===== src/rtl/axis_in_buffer.sv =====
// Double-buffered AXI-Stream frame capture: one bank fills from the stream while
// the other is held for a consumer, with the banks swapping roles as frames close.
module axis_in_buffer #(
  parameter  int INW      = 24,
  parameter  int DEPTH    = 19,
  localparam int LOGDEPTH = $clog2(DEPTH)
) (
  input  logic                clk,
  input  logic                reset,
  input  logic [INW-1:0]      IN_AXIS_TDATA,
  input  logic                IN_AXIS_TVALID,
  input  logic                IN_AXIS_TLAST,
  output logic                IN_AXIS_TREADY,
  output logic                loaded,
  input  logic [LOGDEPTH-1:0] rd_addr,
  output logic [INW-1:0]      rd_data,
  output logic [LOGDEPTH:0]   rd_len,
  output logic                rd_truncated,
  input  logic                compute_done
);

  typedef enum logic [1:0] {EMPTY, FILLING, FULL} bank_state_t;

  logic [INW-1:0]      mem [2][DEPTH];
  bank_state_t         state   [2];
  bank_state_t         state_n [2];
  logic [LOGDEPTH:0]   len     [2];
  logic [LOGDEPTH:0]   len_n   [2];
  logic [1:0]          trunc, trunc_n;
  logic                wr_bank, wr_bank_n;
  logic                rd_bank, rd_bank_n;
  logic [LOGDEPTH-1:0] wr_cnt, wr_cnt_n;

  logic hs, close, done_ok;

  assign IN_AXIS_TREADY = (state[wr_bank] != FULL);
  assign loaded         = (state[rd_bank] == FULL);
  assign rd_len         = len[rd_bank];
  assign rd_truncated   = trunc[rd_bank];

  assign hs      = IN_AXIS_TVALID && IN_AXIS_TREADY;
  assign close   = hs && (IN_AXIS_TLAST || (wr_cnt == LOGDEPTH'(DEPTH - 1)));
  assign done_ok = compute_done && loaded;

  // A close always targets a non-FULL bank and a release a FULL one, so the
  // two updates below never touch the same bank.
  always_comb begin
    for (int b = 0; b < 2; b++) begin
      state_n[b] = state[b];
      len_n[b]   = len[b];
    end
    trunc_n   = trunc;
    wr_bank_n = wr_bank;
    rd_bank_n = rd_bank;
    wr_cnt_n  = wr_cnt;
    if (hs) begin
      state_n[wr_bank] = FILLING;
      wr_cnt_n         = wr_cnt + LOGDEPTH'(1);
      if (close) begin
        state_n[wr_bank] = FULL;
        len_n[wr_bank]   = IN_AXIS_TLAST ? ((LOGDEPTH+1)'(wr_cnt) + (LOGDEPTH+1)'(1))
                                         : (LOGDEPTH+1)'(DEPTH);
        trunc_n[wr_bank] = !IN_AXIS_TLAST;
        wr_cnt_n         = '0;
        wr_bank_n        = !wr_bank;
      end
    end
    if (done_ok) begin
      state_n[rd_bank] = EMPTY;
      rd_bank_n        = !rd_bank;
    end
  end

  always_ff @(posedge clk) begin
    if (reset) begin
      for (int b = 0; b < 2; b++) begin
        state[b] <= EMPTY;
        len[b]   <= '0;
      end
      trunc   <= '0;
      wr_bank <= 1'b0;
      rd_bank <= 1'b0;
      wr_cnt  <= '0;
    end else begin
      for (int b = 0; b < 2; b++) begin
        state[b] <= state_n[b];
        len[b]   <= len_n[b];
      end
      trunc   <= trunc_n;
      wr_bank <= wr_bank_n;
      rd_bank <= rd_bank_n;
      wr_cnt  <= wr_cnt_n;
    end
  end

  // Storage and read port carry no reset; contents are qualified by bank state.
  always_ff @(posedge clk) begin
    if (hs) mem[wr_bank][wr_cnt] <= IN_AXIS_TDATA;
    rd_data <= mem[rd_bank][rd_addr];
  end

endmodule


===== config.mk =====
export PLATFORM = sky130hd
export DESIGN_NAME = axis_in_buffer
export DESIGN_NICKNAME = d
export VERILOG_FILES = /design/src/rtl/axis_in_buffer.sv
export SDC_FILE = /design/constraint.sdc
export NUM_CORES = 1
export LEC_CHECK = 0
export CAP_MARGIN = 40
export CORE_UTILIZATION = 35
export CTS_BUF_LIST = sky130_fd_sc_hd__clkbuf_8
export DETAILED_ROUTE_END_ITERATION = 12
export HOLD_SLACK_MARGIN = 0.06
export SYNTH_ARGS = -nofsm -noshare
export SYNTH_HDL_FRONTEND = slang
export SYNTH_SLANG_ARGS = --single-unit

===== constraint.sdc =====
create_clock -name clk -period 3.05 [get_ports clk]
set_input_delay 0.305 -clock clk [delete_from_list [all_inputs] [get_ports clk]]
set_output_delay 0.305 -clock clk [all_outputs]
set_load 0.01 [all_outputs]

# After elaboration in Yosys (flattened, before gate mapping)
# Memory sizes are Yosys's and may differ from the RTL's. A register that Yosys moved wholly into a read port is not among the register bits.
# Cells that the tools add are included.
# word_totals
ram_bits,928
inputBits,34
regBits,33
mem_count,3
wordCells,92
out_inout_bits,33
# op_classes
n_eq_ne,3
n_lt_le_gt_ge,10
muxes,41
addsub,2
n_bitwise,16
n_reduce_logical,12
# mem_list
name,words,width,read_ports,rd_clocked_by_memory_dff,write_ports,line_no,source
mem,2,456,1,1,1,24,logic [INW-1:0] mem [2][DEPTH];
len,2,6,3,1,2,27,logic [LOGDEPTH:0] len [2];
state,2,2,4,2,2,25,bank_state_t state [2];
# op_table
operator,count
456-bit two-way mux,1
24-bit binary-select mux with 5-bit select,1
24-bit demux with 5-bit select,1
24-bit two-way mux,3
12-bit two-way mux,2
6-bit two-way mux,4
1-bit two-way mux,15
12-bit bitwise mux,1
"6-bit >= comparator, second input constant",2
4-bit two-way mux,3
5-bit inverter with 6-bit output,2
2-bit two-way mux,4
1-bit logical AND,7
"5-bit by 1-bit adder with 6-bit output, second input constant",1
6-bit demux with 1-bit select,1
"6-bit by 1-bit less-than comparator with 1-bit output, second input constant",1
"5-bit by 1-bit adder with 5-bit output, second input constant",1
"5-bit equality test, second input constant",1
5-bit two-way mux,1
2-bit AND,2
4-bit AND,1
2-bit demux with 1-bit select,2
"2-bit >= comparator, second input constant",2
"1-bit by 2-bit less-than comparator with 1-bit output, second input constant",2
14 further kinds,23

# Logic depth before layout (Yosys ltp)
# depth
ltp_word,13
ltp_mapped,9
mapped_depth_nobuf,7

# Worst setup path after synthesis
# OpenSTA, ideal clock, no wires.
# synth_timing
kind,register to register
startpoint,mem state[1][0] in the netlist's numbering
endpoint,"mem mem[1][216] in the netlist's numbering, enable pin"
n_path_buf,0
setup_ns,0.405
setup_slack_ns,0.241
period_less_slack_ns,2.809
arrival_time_ns,2.405
required_ns,2.645
stages_incl_launch_ff,5
path_cell_list,dfxtp_1 and3b_1 nor3_1 nand3_1 nor2_1
# synth_lines
element,line_no
start: declaration,25
end: declaration,24

==> results.yml <==
sta:
  timing_worst_slew_pin_value_ns: 0.760
  slew_viol_final: 0
  timing.fmax_mhz: 345
  slew-limit-headroom_pct: 49.1
  grt_setup_unrepaired: "no"
  timing.final.crit_share_pct: 95.0
  timing.setup.tns_ns: 0
  setup-violations-final: 0
  fin_crit_ns: 2.90
  timing.final.ws_setup_ns: 0.154
  final.setup_skew_ns: 0.0374
  final_hold_viol_count: 0
clock_tree:
  worstSkewPairLatency_ns: 0.81
  cts.path.max_buffers: 3
  tritoncts_clock_tree: "done"
  clkSinkCount: 963
  tritoncts.num_buffers: 151
  htreeDepth: 4
  clock-root-buffer: "sky130_fd_sc_hd__clkbuf_8"
  worst_setup_hold_path_clk_slew_ns: 0.06
  cts_repair_resize_count: 0
pwr:
  p_seq_share_pct: 55.0
  clk_pwr_share_pct: 38.5
  netSwitchingPower_uw: 6040
  p_per_area_nw_per_um2: 616
  internal_power_uw: 20700
  combPwrFrac_pct: 6.6
  switching_share_pct: 22.6
  max-vdd-ir-drop_v: 0.000338
  total_leakage_power_uw: 0.0140
critical_path:
  reg2reg_to: "rd_data[20]"
  timing.reg2reg.setup_slack_ns: 0.46
  critical_path_arrival_ns: 2.59
  reg2reg_depth: 7
  end_kind: "output pin"
  criticalPathCategory: "flip-flop to output pin"
  critical_path_peak_fanout: 26
  critical_path_required_time_ns: 2.74
  setup.worst_path.start_class: "flip-flop"
global_route:
  grt_pass1_wl_um: 130000
  grt_util_all_layers_pct: 16.6
  grt_start_max_net_pins: 63
  antenna_violations_before_repair: 3
  grt_pass1_vias: 19700
  overflow: 0
cells_and_area:
  finish.net_count: 2182
  register_area_um2: 28400
  nFillCells: 9290
  fraction_of_final_layout_cells_with_drive_strength_greater_than_1_pct: 23.7
  post-route-util_pct: 41.3
  syn_to_final_growth_pct: 17.0
  multi_input_logic_area_um2: 8150
floorplanning:
  core_area_um2: 105000
  io_pins: 67
  vertical_extent_of_the_die_um: 328
  die_width_um: 328
  dieArea_um2: 107000
  fp-row-count: 119
  initial_core_util_pct: 35.3
status:
  status: "complete, but fails checks"
  failing_checks: "design-rule violations"
logic_synthesis:
  postSynthCellCount: 1904
  synth_async_sr_flop_share_pct: 0
  synth_flop_cell: "sky130_fd_sc_hd__edfxtp_1"
  synth_area_um2: 37100
  mappedNetlistNets: 1944
  synth.distinct_cells: 54
  post_syn_area_per_cell_um2: 19.5
  ys_seq_area_share_pct: 76.6
  synth_seq_cells: 963
  ys_warn_count: 0
  synth_edf_count: 912
min_path:
  hold_end: "state[1][1]"
  min_delay_path_depth: 2
  worst_hold_path_type: "primary input to flip-flop"
  min_from: "compute_done"
routing:
  post_drt_via_cell_ratio: 5.19
  number_of_drc_violations_after_detailed_routing_iteration_0: 1797
  post_drt_wl_per_cell_um: 24.4
  drt-pass1-iter-count: 11
  drc: 2
  antenna_left: 0
  detailroute.via_count: 18900
  wirelength_um: 89000
job:
  cap_viol_max_count: 0
placement:
  post-dp-hpwl_um: 50900
  port-buffer-count: 66
  worst_setup_timing_slack_at_the_placement_stage_ns: 0.293
  gp_congestion: 0.819
[cells in the final DEF, fill, tap and decap left out, types with 9 or more instances in the layout]
master / instances
sky130_fd_sc_hd__nand2_1: 49
sky130_fd_sc_hd__nor2b_1: 18
sky130_fd_sc_hd__clkdlybuf4s50_1: 63
sky130_fd_sc_hd__inv_1: 64
sky130_fd_sc_hd__mux2i_1: 202
sky130_fd_sc_hd__dfxtp_1: 50
sky130_fd_sc_hd__buf_12: 43
sky130_fd_sc_hd__a221o_1: 9
sky130_fd_sc_hd__clkinv_2: 11
sky130_fd_sc_hd__clkinv_1: 16
sky130_fd_sc_hd__a22oi_1: 52
sky130_fd_sc_hd__mux4_2: 126
sky130_fd_sc_hd__a21oi_1: 45
sky130_fd_sc_hd__nand4_1: 12
sky130_fd_sc_hd__nor2_2: 40
sky130_fd_sc_hd__mux2_2: 25
sky130_fd_sc_hd__clkbuf_8: 164
sky130_fd_sc_hd__nor2_1: 55
sky130_fd_sc_hd__edfxtp_1: 912
sky130_fd_sc_hd__o21ai_0: 30
sky130_fd_sc_hd__nand3_1: 17
sky130_fd_sc_hd__a41oi_1: 14
sky130_fd_sc_hd__clkinvlp_4: 9
sky130_fd_sc_hd__o2111ai_1: 9
sky130_fd_sc_hd__o2bb2ai_1: 15
sky130_fd_sc_hd__o221ai_1: 15
sky130_fd_sc_hd__a211oi_1: 22
sky130_fd_sc_hd__a22o_1: 15
sky130_fd_sc_hd__buf_4: 88
[cell type report]
type	instances	share of cell area, %
Clock buffer	164	5.20
Timing Repair Buffer	197	5.03
Tap cell	1391	4.01
Inverter	7	0.0606
Clock inverter	105	1.39
Sequential cell	963	65.5
Multi-Input combinational cell	822	18.8
Antenna cell	2	0.0115
[routing by layer]
metal	up-vias	wire [um]	track usage, %
li1	8270	-	-
met3	144	5680	3.72
met5	-	9	0
met4	2	2030	5.24
met1	9918	36300	21.0
met2	598	45000	28.4
[through the flow]
stage | std cells | area, um^2 | power (uW) | hold WS [ns]
2_1_floorplan | 1904 | 37100 | 15900 | 0.404
3_3_place_gp | 3378 | 40500 | 16700 | 0.461
3_5_place_dp | 3378 | 40500 | 16700 | 0.470
4_1_cts | 3649 | 43400 | 27000 | 0.122
5_1_grt | 3650 | 43400 | 27600 | 0.149
6_report | 3651 | 43400 | 26700 | 0.207
[worst max path at each step]
stage	startpoint	end	depth (start not counted)
6_report	flip-flop	loaded	5
5_1_grt	flip-flop	loaded	5
4_1_cts	flip-flop	loaded	5
3_5_place_dp	flip-flop	rd_data[20]	6
3_3_place_gp	IN_AXIS_TVALID	mem[0][166]	7
2_1_floorplan	state[1][0]	mem[1][216]	4
[power groups by stage]
stage          Clock (uW)  Sequential (uW)  Combinational [uW]
2_1_floorplan           0            14900                 974
3_3_place_gp            0            15000                1710
3_5_place_dp            0            15000                1740
4_1_cts             10500            14700                1770
5_1_grt             11100            14700                1870
6_report            10300            14700                1750
[critical path: stages, from the launching register on]
cell and delay (ns):
sky130_fd_sc_hd__dfxtp_4 0.35, sky130_fd_sc_hd__buf_12 0.18, sky130_fd_sc_hd__buf_4 0.18, sky130_fd_sc_hd__or3b_1 0.40
sky130_fd_sc_hd__nand2_1 0.13, sky130_fd_sc_hd__clkdlybuf4s50_1 0.56
[cells by family (layout without fill, tap and decap cells)]
kind of cell	count (synthesis)	in the layout	synth area share, %
AOI/OAI and AO/OA	235	235	4.63
muxes	353	353	13.9
DFF	963	963	76.6
buffers and inverters	119	473	1.70
adders and majority gates	6	6	0.202
other	0	2	0
xor gates and xnor gates	8	8	0.189
and+or+nand+nor	220	220	2.81
[flip-flops by register name, indices dropped and copies added, names as in the netlist, named ones only]
signal,flops
wr_cnt,5
wr_bank,1
trunc,2
len,12
rd_data,24
mem,912
state,4
rd_bank,1
[synth_stat cells, types with 17 or more instances]
library cell / number / share of area, %
sky130_fd_sc_hd__clkbuf_1: 43 / 0.44
sky130_fd_sc_hd__a211oi_1: 22 / 0.45
sky130_fd_sc_hd__nand3_1: 17 / 0.23
sky130_fd_sc_hd__a21oi_1: 45 / 0.61
sky130_fd_sc_hd__mux2i_1: 202 / 5.5
sky130_fd_sc_hd__nand2_1: 49 / 0.50
sky130_fd_sc_hd__mux2_2: 25 / 0.76
sky130_fd_sc_hd__dfxtp_1: 51 / 2.8
sky130_fd_sc_hd__edfxtp_1: 912 / 74
sky130_fd_sc_hd__mux4_2: 126 / 7.7
sky130_fd_sc_hd__buf_2: 38 / 0.51
sky130_fd_sc_hd__nor2_1: 94 / 0.95
sky130_fd_sc_hd__a22oi_1: 52 / 1.1
sky130_fd_sc_hd__nor2b_1: 20 / 0.34
sky130_fd_sc_hd__o21ai_0: 30 / 0.40
[timing repair]
item | in CTS | in global routing
endpoints found under the setup margin | 7 | 0
hold buffers | 0 | 0
endpoints found under the hold margin | 0 | 0
setup buffers | 2 | 0
(Power assumes the default switching activity.)
